## src/rtl/pipeline_pkg.sv

```systemverilog
// Shared constants for the pipeline hazard/forwarding control: forwarding
// select encodings, hazard FSM states and the hardwired-zero register index.
package pipeline_pkg;

  localparam logic [1:0] FWD_REGFILE = 2'b00;
  localparam logic [1:0] FWD_EXMEM   = 2'b01;
  localparam logic [1:0] FWD_MEMWB   = 2'b10;

  localparam int unsigned ZERO_REG    = 0;
  localparam int unsigned FLUSH_CNT_W = 3;

  typedef enum logic {
    ST_RUN   = 1'b0,
    ST_FLUSH = 1'b1
  } hcu_state_t;

endpackage

```

## src/rtl/operand_forward_sel.sv

```systemverilog
// Per-operand dependency check against the EX and MEM producers; yields the
// forwarding select for the instruction about to enter EX (youngest wins).
module operand_forward_sel
  import pipeline_pkg::*;
#(
  parameter int REG_ADDR_W = 5
) (
  input  logic                  id_valid,
  input  logic                  src_used,
  input  logic [REG_ADDR_W-1:0] src,
  input  logic                  ex_reg_write,
  input  logic [REG_ADDR_W-1:0] ex_rd,
  input  logic                  mem_reg_write,
  input  logic [REG_ADDR_W-1:0] mem_rd,
  output logic                  ex_match,
  output logic [1:0]            sel
);

  localparam logic [REG_ADDR_W-1:0] ZERO_IDX = REG_ADDR_W'(ZERO_REG);

  logic live;
  logic mem_match;

  // r0 reads are constant, so they never depend on an in-flight producer
  assign live      = id_valid & src_used & (src != ZERO_IDX);
  assign ex_match  = live & ex_reg_write  & (src == ex_rd);
  assign mem_match = live & mem_reg_write & (src == mem_rd);

  always_comb begin
    sel = FWD_REGFILE;
    if (ex_match) begin
      sel = FWD_EXMEM;
    end else if (mem_match) begin
      sel = FWD_MEMWB;
    end
  end

endmodule

```

## src/rtl/hazard_control_unit.sv

```systemverilog
// Five-stage pipeline hazard controller: load-use stall, branch flush FSM,
// registered EX forwarding selects and saturating stall/flush counters.
module hazard_control_unit
  import pipeline_pkg::*;
#(
  parameter int REG_ADDR_W   = 5,
  parameter int NUM_READ     = 2,
  parameter int BRANCH_FLUSH = 1,
  parameter int PERF_W       = 16
) (
  input  logic                           clk,
  input  logic                           resetN,
  input  logic                           idValid,
  input  logic [NUM_READ*REG_ADDR_W-1:0] idSrc,
  input  logic [NUM_READ-1:0]            idSrcUsed,
  input  logic                           exRegWrite,
  input  logic                           exMemRead,
  input  logic [REG_ADDR_W-1:0]          exRd,
  input  logic                           memRegWrite,
  input  logic [REG_ADDR_W-1:0]          memRd,
  input  logic                           branchTaken,
  output logic                           pcWrite,
  output logic                           ifIdWrite,
  output logic                           ifIdFlush,
  output logic                           idExBubble,
  output logic [2*NUM_READ-1:0]          fwdSel,
  output logic [PERF_W-1:0]              stallCount,
  output logic [PERF_W-1:0]              flushCount
);

  if (BRANCH_FLUSH < 1 || BRANCH_FLUSH > 7) begin : g_bad_flush_len
    $error("hazard_control_unit: BRANCH_FLUSH must be in 1..7");
  end

  localparam logic [FLUSH_CNT_W-1:0] FLUSH_RELOAD = FLUSH_CNT_W'(BRANCH_FLUSH - 1);
  localparam logic [FLUSH_CNT_W-1:0] FLUSH_ONE    = FLUSH_CNT_W'(1);
  // A single-cycle flush is fully handled in the cycle the branch resolves
  localparam hcu_state_t RELOAD_STATE = (BRANCH_FLUSH > 1) ? ST_FLUSH : ST_RUN;

  function automatic logic [PERF_W-1:0] sat_inc(input logic [PERF_W-1:0] cnt,
                                                 input logic              en);
    if (en && (cnt != {PERF_W{1'b1}})) begin
      return cnt + PERF_W'(1);
    end
    return cnt;
  endfunction

  hcu_state_t                 state, state_next;
  logic [FLUSH_CNT_W-1:0]     flush_cnt, flush_cnt_next;
  logic [NUM_READ-1:0]        ex_hit;
  logic [2*NUM_READ-1:0]      sel_p0;
  logic [2*NUM_READ-1:0]      fwd_sel_p1;
  logic                       load_use;
  logic                       stall_now;
  logic                       flush_now;

  // ---- ID stage: per-operand dependency resolution ----
  for (genvar k = 0; k < NUM_READ; k++) begin : g_opnd
    operand_forward_sel #(
      .REG_ADDR_W(REG_ADDR_W)
    ) u_sel (
      .id_valid     (idValid),
      .src_used     (idSrcUsed[k]),
      .src          (idSrc[k*REG_ADDR_W +: REG_ADDR_W]),
      .ex_reg_write (exRegWrite),
      .ex_rd        (exRd),
      .mem_reg_write(memRegWrite),
      .mem_rd       (memRd),
      .ex_match     (ex_hit[k]),
      .sel          (sel_p0[2*k +: 2])
    );
  end

  assign load_use = exMemRead & (|ex_hit);

  always_comb begin
    state_next     = state;
    flush_cnt_next = flush_cnt;
    flush_now      = 1'b0;
    stall_now      = 1'b0;
    case (state)
      ST_RUN: begin
        if (branchTaken) begin
          flush_now      = 1'b1;
          flush_cnt_next = FLUSH_RELOAD;
          state_next     = RELOAD_STATE;
        end else if (load_use) begin
          stall_now = 1'b1;
        end
      end
      ST_FLUSH: begin
        flush_now = 1'b1;
        if (branchTaken) begin
          flush_cnt_next = FLUSH_RELOAD;
          state_next     = RELOAD_STATE;
        end else begin
          flush_cnt_next = (flush_cnt != '0) ? flush_cnt - FLUSH_ONE : '0;
          state_next     = (flush_cnt > FLUSH_ONE) ? ST_FLUSH : ST_RUN;
        end
      end
      default: begin
        state_next     = ST_RUN;
        flush_cnt_next = '0;
      end
    endcase
  end

  // Outputs are forced to their idle values while reset is held
  assign pcWrite    = ~(resetN & stall_now);
  assign ifIdWrite  = ~(resetN & stall_now);
  assign ifIdFlush  = resetN & flush_now;
  assign idExBubble = resetN & (flush_now | stall_now);

  always_ff @(posedge clk or negedge resetN) begin
    if (!resetN) begin
      state     <= ST_RUN;
      flush_cnt <= '0;
    end else begin
      state     <= state_next;
      flush_cnt <= flush_cnt_next;
    end
  end

  // ---- ID/EX boundary: forwarding selects for the instruction entering EX ----
  always_ff @(posedge clk or negedge resetN) begin
    if (!resetN) begin
      fwd_sel_p1 <= '0;
    end else if (ifIdWrite || idExBubble) begin
      fwd_sel_p1 <= idExBubble ? '0 : sel_p0;
    end
  end

  assign fwdSel = fwd_sel_p1;

  always_ff @(posedge clk or negedge resetN) begin
    if (!resetN) begin
      stallCount <= '0;
      flushCount <= '0;
    end else begin
      stallCount <= sat_inc(stallCount, stall_now);
      flushCount <= sat_inc(flushCount, flush_now);
    end
  end

endmodule

```

## config.mk

```make
export PLATFORM = sky130hd
export DESIGN_NAME = hazard_control_unit
export DESIGN_NICKNAME = d
export VERILOG_FILES = /design/src/rtl/pipeline_pkg.sv /design/src/rtl/operand_forward_sel.sv /design/src/rtl/hazard_control_unit.sv
export SDC_FILE = /design/constraint.sdc
export NUM_CORES = 1
export LEC_CHECK = 0
export CORE_MARGIN = 1
export CORE_UTILIZATION = 40
export DETAILED_ROUTE_END_ITERATION = 16
export GPL_ROUTABILITY_DRIVEN = 0
export PLACE_DENSITY = 0.83
export SYNTH_ARGS = -nofsm -noshare
export SYNTH_HDL_FRONTEND = slang
export SYNTH_SLANG_ARGS = --single-unit
```

## constraint.sdc

```tcl
create_clock -name clk -period 2 [get_ports clk]
set_input_delay 0.4 -clock clk [delete_from_list [all_inputs] [get_ports clk]]
set_output_delay 0.4 -clock clk [all_outputs]
set_load 0.005 [all_outputs]
```

* Yosys cells after proc, flatten, opt, wreduce, memory -nomap -nowiden
Cells that the tools add are included.
Word-level totals: word-level logic and storage cells 63, register bits 40, output and inout bits 40, bits of input ports 29
Operators by class: reduce and logical (&&, ||, !) cells 7, order comparisons 1, add/sub/neg operators 3, mux-type cells 21, eq/ne operators 7, bitwise operators 19
Operators with widths (count):
- 16-bit by 1-bit adder with 16-bit output (second input constant) | 2
- 16-bit 2-to-1 mux | 2
- 16-bit != test (second input constant) | 2
- 5-bit == test | 4
- 1-bit bitwise AND | 16
- 5-bit nonzero test | 2
- 3-bit 2-to-1 mux | 3
- 1-bit 2-to-1 mux | 8
- 2-bit 2-to-1 mux | 4
- 3-bit one-hot mux with 2 select lines | 1
- 4-bit 2-to-1 mux | 1
- 1-bit one-hot mux with 2 select lines | 2
- 3-bit by 1-bit greater-than comparator with 1-bit output (second input constant) | 1
- 3-bit nonzero test | 1
- 3-bit by 1-bit subtractor with 3-bit output (second input constant) | 1
- 1-bit logical AND | 2
- 2-bit != test (second input constant) | 1
- 1-bit NOT | 2
- 2-bit OR reduction | 1
- 1-bit logical OR | 1
- 1-bit OR | 1

* Longest topological paths before layout
Gate-level depths: netlist of run 1.
depth in word-level cells 12, gate-level depth with buffers 6, gate-level depth less buffers 6

* Cells and area by module
From an unflattened synthesis of run 1, not the netlist that was laid out.
Unflattened totals: cell total of the unflattened synthesis 223, area total of the unflattened synthesis 2326.0 µm²
By module, submodules not included:
- hazard_control_unit | sequential area each 1001.0 µm², cells each 185, instances 1, area an instance 2013.2 µm²
- operand_forward_sel | sequential area each 0.0 µm², cells each 19, instances 2, area an instance 156.4 µm²

* Worst setup path before layout of run 1
No wires, ideal clock.
path type input to output, start input idSrc[5], end output pcWrite, buffers on the path 1, data required time 1600 ps, arrival 1614 ps, path slack -14 ps, stages on the path 5, path through or4_1 -> nor2_1 -> nor4_2 -> o2111ai_1 -> buf_4
On the way: longest elaborated chain between the ends 11, elaborated cells on any way between the ends 12, classes of those cells eq/ne (1); mux (3); bitwise (6); reduce/logical (2)
RTL lines:
- from (decl) | RTL line hazard_control_unit.sv:14 | input logic [NUM_READ*REG_ADDR_W-1:0] idSrc,
- 5-bit nonzero test | RTL line operand_forward_sel.sv:25 | assign live = id_valid & src_used & (src != ZERO_IDX);
- 1-bit bitwise AND | RTL line operand_forward_sel.sv:25
- 1-bit bitwise AND | RTL line operand_forward_sel.sv:26 | assign ex_match = live & ex_reg_write & (src == ex_rd);
- 1-bit bitwise AND (*) | RTL line operand_forward_sel.sv:26
- 2-bit OR reduction (*) | RTL line hazard_control_unit.sv:74 | assign load_use = exMemRead & (|ex_hit);
- 1-bit bitwise AND (*) | RTL line hazard_control_unit.sv:74
- 1-bit 2-to-1 mux (*) | RTL line hazard_control_unit.sv:87 | end else if (load_use) begin
- 1-bit 2-to-1 mux (*) | RTL line hazard_control_unit.sv:83 | if (branchTaken) begin
- 1-bit 2-to-1 mux (*) | RTL line hazard_control_unit.sv:81 | case (state)
- 1-bit bitwise AND (*)
- 1-bit NOT (*)
- to (decl) | RTL line hazard_control_unit.sv:22 | output logic pcWrite,
Mark *: on every way between the ends. The rest lies on a longest branch, timed or not.

* Worst setup path after layout of run 1
start input idSrc[5], end output idExBubble
On the way: longest elaborated chain between the ends 11, elaborated cells on any way between the ends 12, classes of those cells eq/ne (1); mux (3); bitwise (6); reduce/logical (2)
RTL lines:
- 5-bit nonzero test | RTL line operand_forward_sel.sv:25
- 1-bit bitwise AND | RTL line operand_forward_sel.sv:25
- 1-bit bitwise AND | RTL line operand_forward_sel.sv:26
- 1-bit bitwise AND (*) | RTL line operand_forward_sel.sv:26
- 2-bit OR reduction (*) | RTL line hazard_control_unit.sv:74
- 1-bit bitwise AND (*) | RTL line hazard_control_unit.sv:74
- 1-bit 2-to-1 mux (*) | RTL line hazard_control_unit.sv:87
- 1-bit 2-to-1 mux (*) | RTL line hazard_control_unit.sv:83
- 1-bit 2-to-1 mux (*) | RTL line hazard_control_unit.sv:81
- 1-bit OR (*) | RTL line hazard_control_unit.sv:112 | assign idExBubble = resetN & (flush_now | stall_now);
- 1-bit bitwise AND (*) | RTL line hazard_control_unit.sv:112
- to (decl) | RTL line hazard_control_unit.sv:25 | output logic idExBubble,
Marked as above.

==> qor.yml, run 1 <==
hold_viol: 0
most-common-layout-cells: "49 x buf_4, 43 x clkdlybuf4s50_1, 39 x dfrtp_1, 21 x xnor2_1, 19 x nand2_1"
hpwl_um: 4530
ioPinCount: 69
core_um2: 5610
cts_tree: "yes"
fin_crit_ns: 2.12
synth_top_family_by_area: "simple AND/OR/NAND/NOR gates"
vdd_drop_max_mv: 0.394
fin_ws_ns: -0.121
initial_utilization_pct: 42.3
antenna_found_initial: 0
post-route-period-util_pct: 106
path_delay_family: "simple AND/OR/NAND/NOR gates"
yosysWarnings: 0
power_frac_clock_pct: 29.1
netSwitchingFraction_pct: 26.7
nNetsFinal: 383
worst_setup_path_start_kind: "input pin"
ys_types: 41
fp.dieW_um: 79.0
layout-drive-gt1-share_pct: 33.6
crit_buf_inv: 2
max_cap_viol_count: 0
report.final.slew_viol_count: 0
routed_wl_um: 5980
cts_max_path_buffers: 2
path_clk_slew_ns: 0.07
port_buffers: 68
worstSetupEndpointType: "output port"
violations: "setup timing"
finClkSkew_ns: 0.00203
fmax_ghz: 0.471
synthAdderAreaFrac_pct: 2.11
insertion_delay_ns: 0.29
power_mw: 2.21
synthTopCellsByArea: "dfrtp_1 42%, xnor2_1 10%, xor2_1 6.6%, nand2_1 3.0%, nand3_1 3.0%"
dp.cells: 404
detail_route.wl_per_cell_um: 14.1
num_antenna_cells: 0
yosys.area_share.simple_pct: 24.5
cp_slowest_cell: "or4_4"
syn_nets: 256
rsz0062_at_grt: "yes"
first_pass_iters: 4
cpPeakStageDelay_ns: 0.54
critical_path.max_fanout: 2
final_common_cell: "buf_4"
synthToLayoutAreaGrowth_pct: 58.0
synth_compound_area_share_pct: 8.54
ys_ff_latch: 40
final_cell_area_um2: 3750
cts_root_buf: "clkbuf_8"
switchingPower_uw: 590
p_seq_share_pct: 44.7
grt_usage_pct: 20.5
grt_max_degree: 33
htreeDepth: 2
dieArea_um2: 6250
grt_pass1_wl_um: 9850
setup_violations: 5
die_h_um: 79.0
synth-xor-area-share_pct: 18.0
clkSinkCount: 40
arrival_ns: 1.72
outcome: "complete, but fails checks"
pwr_density_cell_nw_per_um2: 590
worstPathRequired_ns: 1.60
hold_slack_ns: 0.117
drc_errors: 0
grt_pass1_vias: 2124
place_area_um2: 3450
synth_seq_area_share_pct: 42.2
synth_area_um2: 2370
tightest_slew_ns: 0.395
synth_top_area_share_pct: 42.2
min_path_type: "input pin to asynchronous set/reset pin"
synth_top_area_cell: "dfrtp_1"
synth.area.mux_share_pct: 2.79
place_ws_ns: -0.938
crit_type: "input pin to output port"
slew_headroom_pct: 73.7
fin_cells: 423
overflow: 0
via_per_inst: 5.13
cts_inserted_buffers: 5
syn_inst: 223
syn_avg_cell_area_um2: 10.6
rows: 27
intPower_mw: 1.62
drtIter0Drc: 98
cp_cell_sequence: "buf_8 > or4_4 > o211ai_2 > o32a_4 > o21ai_4 > and2_4 > buf_6"
p_leak_nw: 1.69
pwr-share-comb_pct: 26.2
routed-via-count: 2169
ant_nets: 0
==> power groups by stage <==
stage / combinational [mW] / sequential, mW / clock (mW)
after floorplan: 0.197 / 0.999 / 0
after CTS: 0.575 / 0.992 / 0.652
after global placement: 0.541 / 1.00 / 0
after global routing: 0.627 / 1.01 / 0.699
after detailed placement: 0.558 / 1.01 / 0
final: 0.579 / 0.989 / 0.644
==> worst paths after layout <==
check                                    from       endpoint  slack, ns  cells past startpoint
max in group asynchronous              resetN          state       1.49                      2
worst max register to register  stallCount[1]  stallCount[4]       0.06                      6
worst min register to register  flushCount[8]  flushCount[8]       0.49                      1
worst min-delay path                   resetN  flushCount[2]       0.12                      2
min in group clk                flushCount[8]  flushCount[8]       0.49                      1
worst max-delay path                 idSrc[5]     idExBubble      -0.12                      7
==> kinds of logic (layout without fill, tap and decap cells) <==
group                    count (synthesis)  after routing
AND/OR/NAND/NOR                         99             99
flip-flops                              40             40
multiplexers                             6              6
AO/OA/AOI/OAI                           17             17
buffers and inverters                   10            138
XOR/XNOR                                47             47
adder cells (fa/ha/maj)                  4              4
==> metal layers <==
metal | vias to the layer above | GRT usage [%] | routed length, um
met5 | - | 0 | 0
met4 | 0 | 10.5 | 198
met3 | 19 | 3.33 | 232
met2 | 68 | 37.0 | 3180
met1 | 1031 | 23.0 | 2370
li1 | 1051 | - | -
==> Yosys cell counts <==
| master | number |
|---|---|
| a311oi_2 | 1 |
| a21oi_2 | 1 |
| nand4_1 | 8 |
| nor2_2 | 2 |
| dfrtp_1 | 40 |
| nor2_1 | 11 |
| and3_1 | 10 |
| or4_1 | 2 |
| nor4_2 | 3 |
| nand3_1 | 14 |
| nor3_1 | 10 |
| nor4b_2 | 1 |
| mux2i_1 | 1 |
| a21oi_1 | 2 |
| buf_4 | 2 |
| nand4b_1 | 2 |
| and4_1 | 4 |
| o21ai_0 | 1 |
| and2_1 | 3 |
| a211oi_1 | 1 |
| nor4b_1 | 1 |
| nor2b_1 | 1 |
| o211ai_2 | 1 |
| inv_1 | 6 |
| xnor2_2 | 2 |
| xor2_1 | 18 |
| o21ai_4 | 1 |
| o2111ai_1 | 3 |
| o32a_4 | 1 |
| nand3b_1 | 2 |
| a211o_1 | 1 |
| xnor2_1 | 27 |
| a2111oi_4 | 2 |
| nand2_1 | 19 |
| ha_1 | 4 |
| or4b_4 | 2 |
| nand2b_1 | 2 |
| mux2_2 | 5 |
| clkbuf_1 | 2 |
| a21boi_0 | 2 |
| nor3b_1 | 2 |
==> timing repair <==
action / in CTS / in global routing
resized for setup: 102 / 15
pin swaps: 20 / 12
endpoints found under the setup margin: 24 / 10
hold buffers: 0 / 0
setup buffers: 9 / 3
gates cloned: 0 / 0
==> flip-flops by register name (all words and copies together), names as in the netlist <==
name and count:
flushCount 16, flush_cnt 3, fwdSel 4, stallCount 16, state 1
==> final cells by class <==
cell class                      count  area (um2)
Clock buffer                        6        72.6
Fill cell                         461        1860
Inverter                            6        22.5
Sequential cell                    40        1000
Multi-Input combinational cell    173        1440
Tap cell                           72        90.1
Timing Repair Buffer              124        1090
Clock inverter                      2        35.0
==> per-stage QoR <==
step	setup TNS, ns	util (%)
final	-0.348	66.9
after global routing	-0.647	66.9
after CTS	-0.356	65.4
after detailed placement	-12.10	61.6
after global placement	-10.58	61.6
after floorplan	0	-
Power figures use the tool's default switching activity.
==> inputs of run 2 (changes only) <==
--- a/config.mk
+++ b/config.mk
@@ -9,6 +9,7 @@
 export CORE_UTILIZATION = 40
 export DETAILED_ROUTE_END_ITERATION = 16
 export GPL_ROUTABILITY_DRIVEN = 0
+export HOLD_SLACK_MARGIN = 0.05
 export PLACE_DENSITY = 0.83
 export SYNTH_ARGS = -nofsm -noshare
 export SYNTH_HDL_FRONTEND = slang
==> constraint.sdc (replaced) <==
create_clock -name clk -period 1.8 [get_ports clk]
set_input_delay 0.36 -clock clk [delete_from_list [all_inputs] [get_ports clk]]
set_output_delay 0.36 -clock clk [all_outputs]
set_load 0.005 [all_outputs]
==> qor.yml, run 2 (synthesis results as in run 1) <==
outcome: "complete, but fails checks"  # unchanged
violations: "setup timing"  # unchanged
setup_violations: 16  # was 5
final_cell_area_um2: 4020  # was 3750 um2
fin_crit_ns: 2.05
detail_route.wl_per_cell_um: 15.6  # was 14.1 um
cts_root_buf: "clkbuf_8"  # unchanged
insertion_delay_ns: 0.30  # was 0.29 ns
worstSetupEndpointType: "output port"  # unchanged
pwr_density_cell_nw_per_um2: 655  # was 590 nW/um2
routed_wl_um: 6880  # was 5980 um
worst_setup_path_start_kind: "input pin"  # unchanged
min_path_type: "input pin to asynchronous set/reset pin"  # unchanged
routed-via-count: 2310  # was 2169
drtIter0Drc: 196  # was 98
path_delay_family: "simple AND/OR/NAND/NOR gates"  # unchanged
final_util_pct: 71.7  # was 66.9%
fp.dieW_um: 79.0  # unchanged
rsz0062_at_grt: "yes"  # unchanged
via_per_inst: 5.25  # was 5.13
hold_viol: 0  # unchanged
crit_type: "input pin to output port"  # unchanged
fin_tns_setup_ns: -1.47  # was -0.348 ns
cts_tree: "yes"  # unchanged
p_leak_nw: 1.90  # was 1.69 nW
first_pass_iters: 4  # unchanged
die_h_um: 79.0  # unchanged
report.final.slew_viol_count: 0  # unchanged
grt_pass1_vias: 2331  # was 2124
hold_slack_ns: 0.147  # was 0.117 ns
ff_latch_area_um2: 1000  # about the same
ioPinCount: 69  # unchanged
cts_max_path_buffers: 2  # unchanged
fmax_ghz: 0.489
antenna_found_initial: 0  # unchanged
rows: 27  # unchanged
drc_errors: 0  # unchanged
ant_nets: 0  # unchanged
max_cap_viol_count: 0  # unchanged
vdd_drop_max_mv: 0.450  # was 0.394 mV
final_common_cell: "buf_4"  # unchanged
place_area_um2: 3610  # was 3450 um2
tightest_slew_ns: 0.325  # was 0.395 ns
crit_buf_inv: 2  # unchanged
worstPathRequired_ns: 1.44  # was 1.60 ns
grt_usage_pct: 22.3  # was 20.5%
dieArea_um2: 6250  # unchanged
hpwl_um: 4740  # was 4530 um
multiInputGateArea_um2: 1570  # was 1440 um2
core_um2: 5610  # unchanged
critical_path.max_fanout: 2  # unchanged
finClkSkew_ns: 0.00498  # was 0.00203 ns
nNetsFinal: 400  # was 383
n_fill_cell: 405  # was 461
most-common-layout-cells: "62 x buf_4, 43 x clkdlybuf4s50_1, 40 x dfrtp_1, 18 x nand2_1, 18 x xor2_1"  # was 49 x buf_4, 43 x clkdlybuf4s50_1, 39 x dfrtp_1, 21 x xnor2_1, 19 x nand2_1
place_ws_ns: -1.00  # was -0.938 ns
cp_slowest_cell: "or4_4"  # unchanged
path_clk_slew_ns: 0.08  # was 0.07 ns
num_antenna_cells: 0  # unchanged
port_buffers: 68  # unchanged
initial_utilization_pct: 42.3  # unchanged
post-route-period-util_pct: 114
fin_ws_ns: -0.246  # was -0.121 ns
layout-drive-gt1-share_pct: 40.8  # was 33.6%
slew_headroom_pct: 78.3  # was 73.7%
cpPeakStageDelay_ns: 0.54  # about the same
cp_cell_sequence: "buf_8 > or4_4 > o211ai_2 > o32a_4 > o21ai_4 > and2_4 > buf_6"  # unchanged
arrival_ns: 1.69  # was 1.72 ns
cts_inserted_buffers: 5  # unchanged
grt_pass1_wl_um: 10800  # was 9850 um
overflow: 0  # unchanged
synthToLayoutAreaGrowth_pct: 69.4  # was 58.0%
grt_max_degree: 27  # was 33
htreeDepth: 2  # unchanged
clkSinkCount: 40  # unchanged
## run 2: cell count changes in the layout (fill, tap and decap cells not counted), moves of 3 or more
cell,before,now
xnor2_2,8,12
xnor2_1,21,17
nor3_4,0,5
buf_4,49,62
nor3_1,8,5
## run 2: path summary, 6_finish.rpt
path                                      from        endpoint  slack [ns]  cells past startpoint
worst max-delay path                  idSrc[9]      idExBubble       -0.25                      7
worst min-delay path                    resetN  flushCount[15]        0.15                      2
worst max register to register   stallCount[0]  stallCount[11]       -0.08                      6
worst min register to register  flushCount[14]  flushCount[14]        0.49                      1
max in group asynchronous               resetN    flush_cnt[2]        1.15                      2
min in group clk                flushCount[14]  flushCount[14]        0.49                      1
## run 2: routing by layer
metal,part of all wire (%),wire length (um),track usage (%)
met5,0,0,0
met4,2.1,143,6.55
met3,5.5,380,3.45
met2,53,3660,40.7
met1,39,2690,26.7
## run 2: repair_timing
item                       CTS  global route
setup buffers               13             4
hold endpoints to repair     1             0
pin swaps                   25            22
hold buffers                 1             0
setup endpoints to repair   24            22
gates resized for setup    111            20
## run 2: report_power, final
| part | internal (mW) | switching [mW] | leakage, nW | total (mW) |
|---|---|---|---|---|
| sequential | 0.989 | 0.0894 | 0.544 | 1.08 |
| clock | 0.453 | 0.326 | 0.0614 | 0.780 |
| combinational | 0.474 | 0.299 | 1.29 | 0.774 |
| total | 1.92 | 0.715 | 1.90 | 2.63 |
## run 2: cell type report
class / instances / share of cell area [%]
repair buffers: 141 / 30.3
well taps: 72 / 2.24
clock buffers: 6 / 2.05
multi-input cells: 173 / 39.0
flip-flops and latches: 40 / 24.9
clock inverters: 2 / 0.965
inverters: 6 / 0.560
## run 2: through the flow
step                power [mW]  instances
finish                    2.63        440
global route              2.76        440
CTS                       2.63        438
detailed placement        1.84        417
global placement          1.81        417
floorplan                 1.34        223
## run 2: worst reg2reg max path: cells and delay by family, from the launching register on
family                   cells  cell delay [ns]
adder cells (fa/ha/maj)      1             0.19
flip-flops                   1             0.39
AND/OR/NAND/NOR              3             0.65
XOR/XNOR                     1             0.17
AO/OA/AOI/OAI                1             0.40
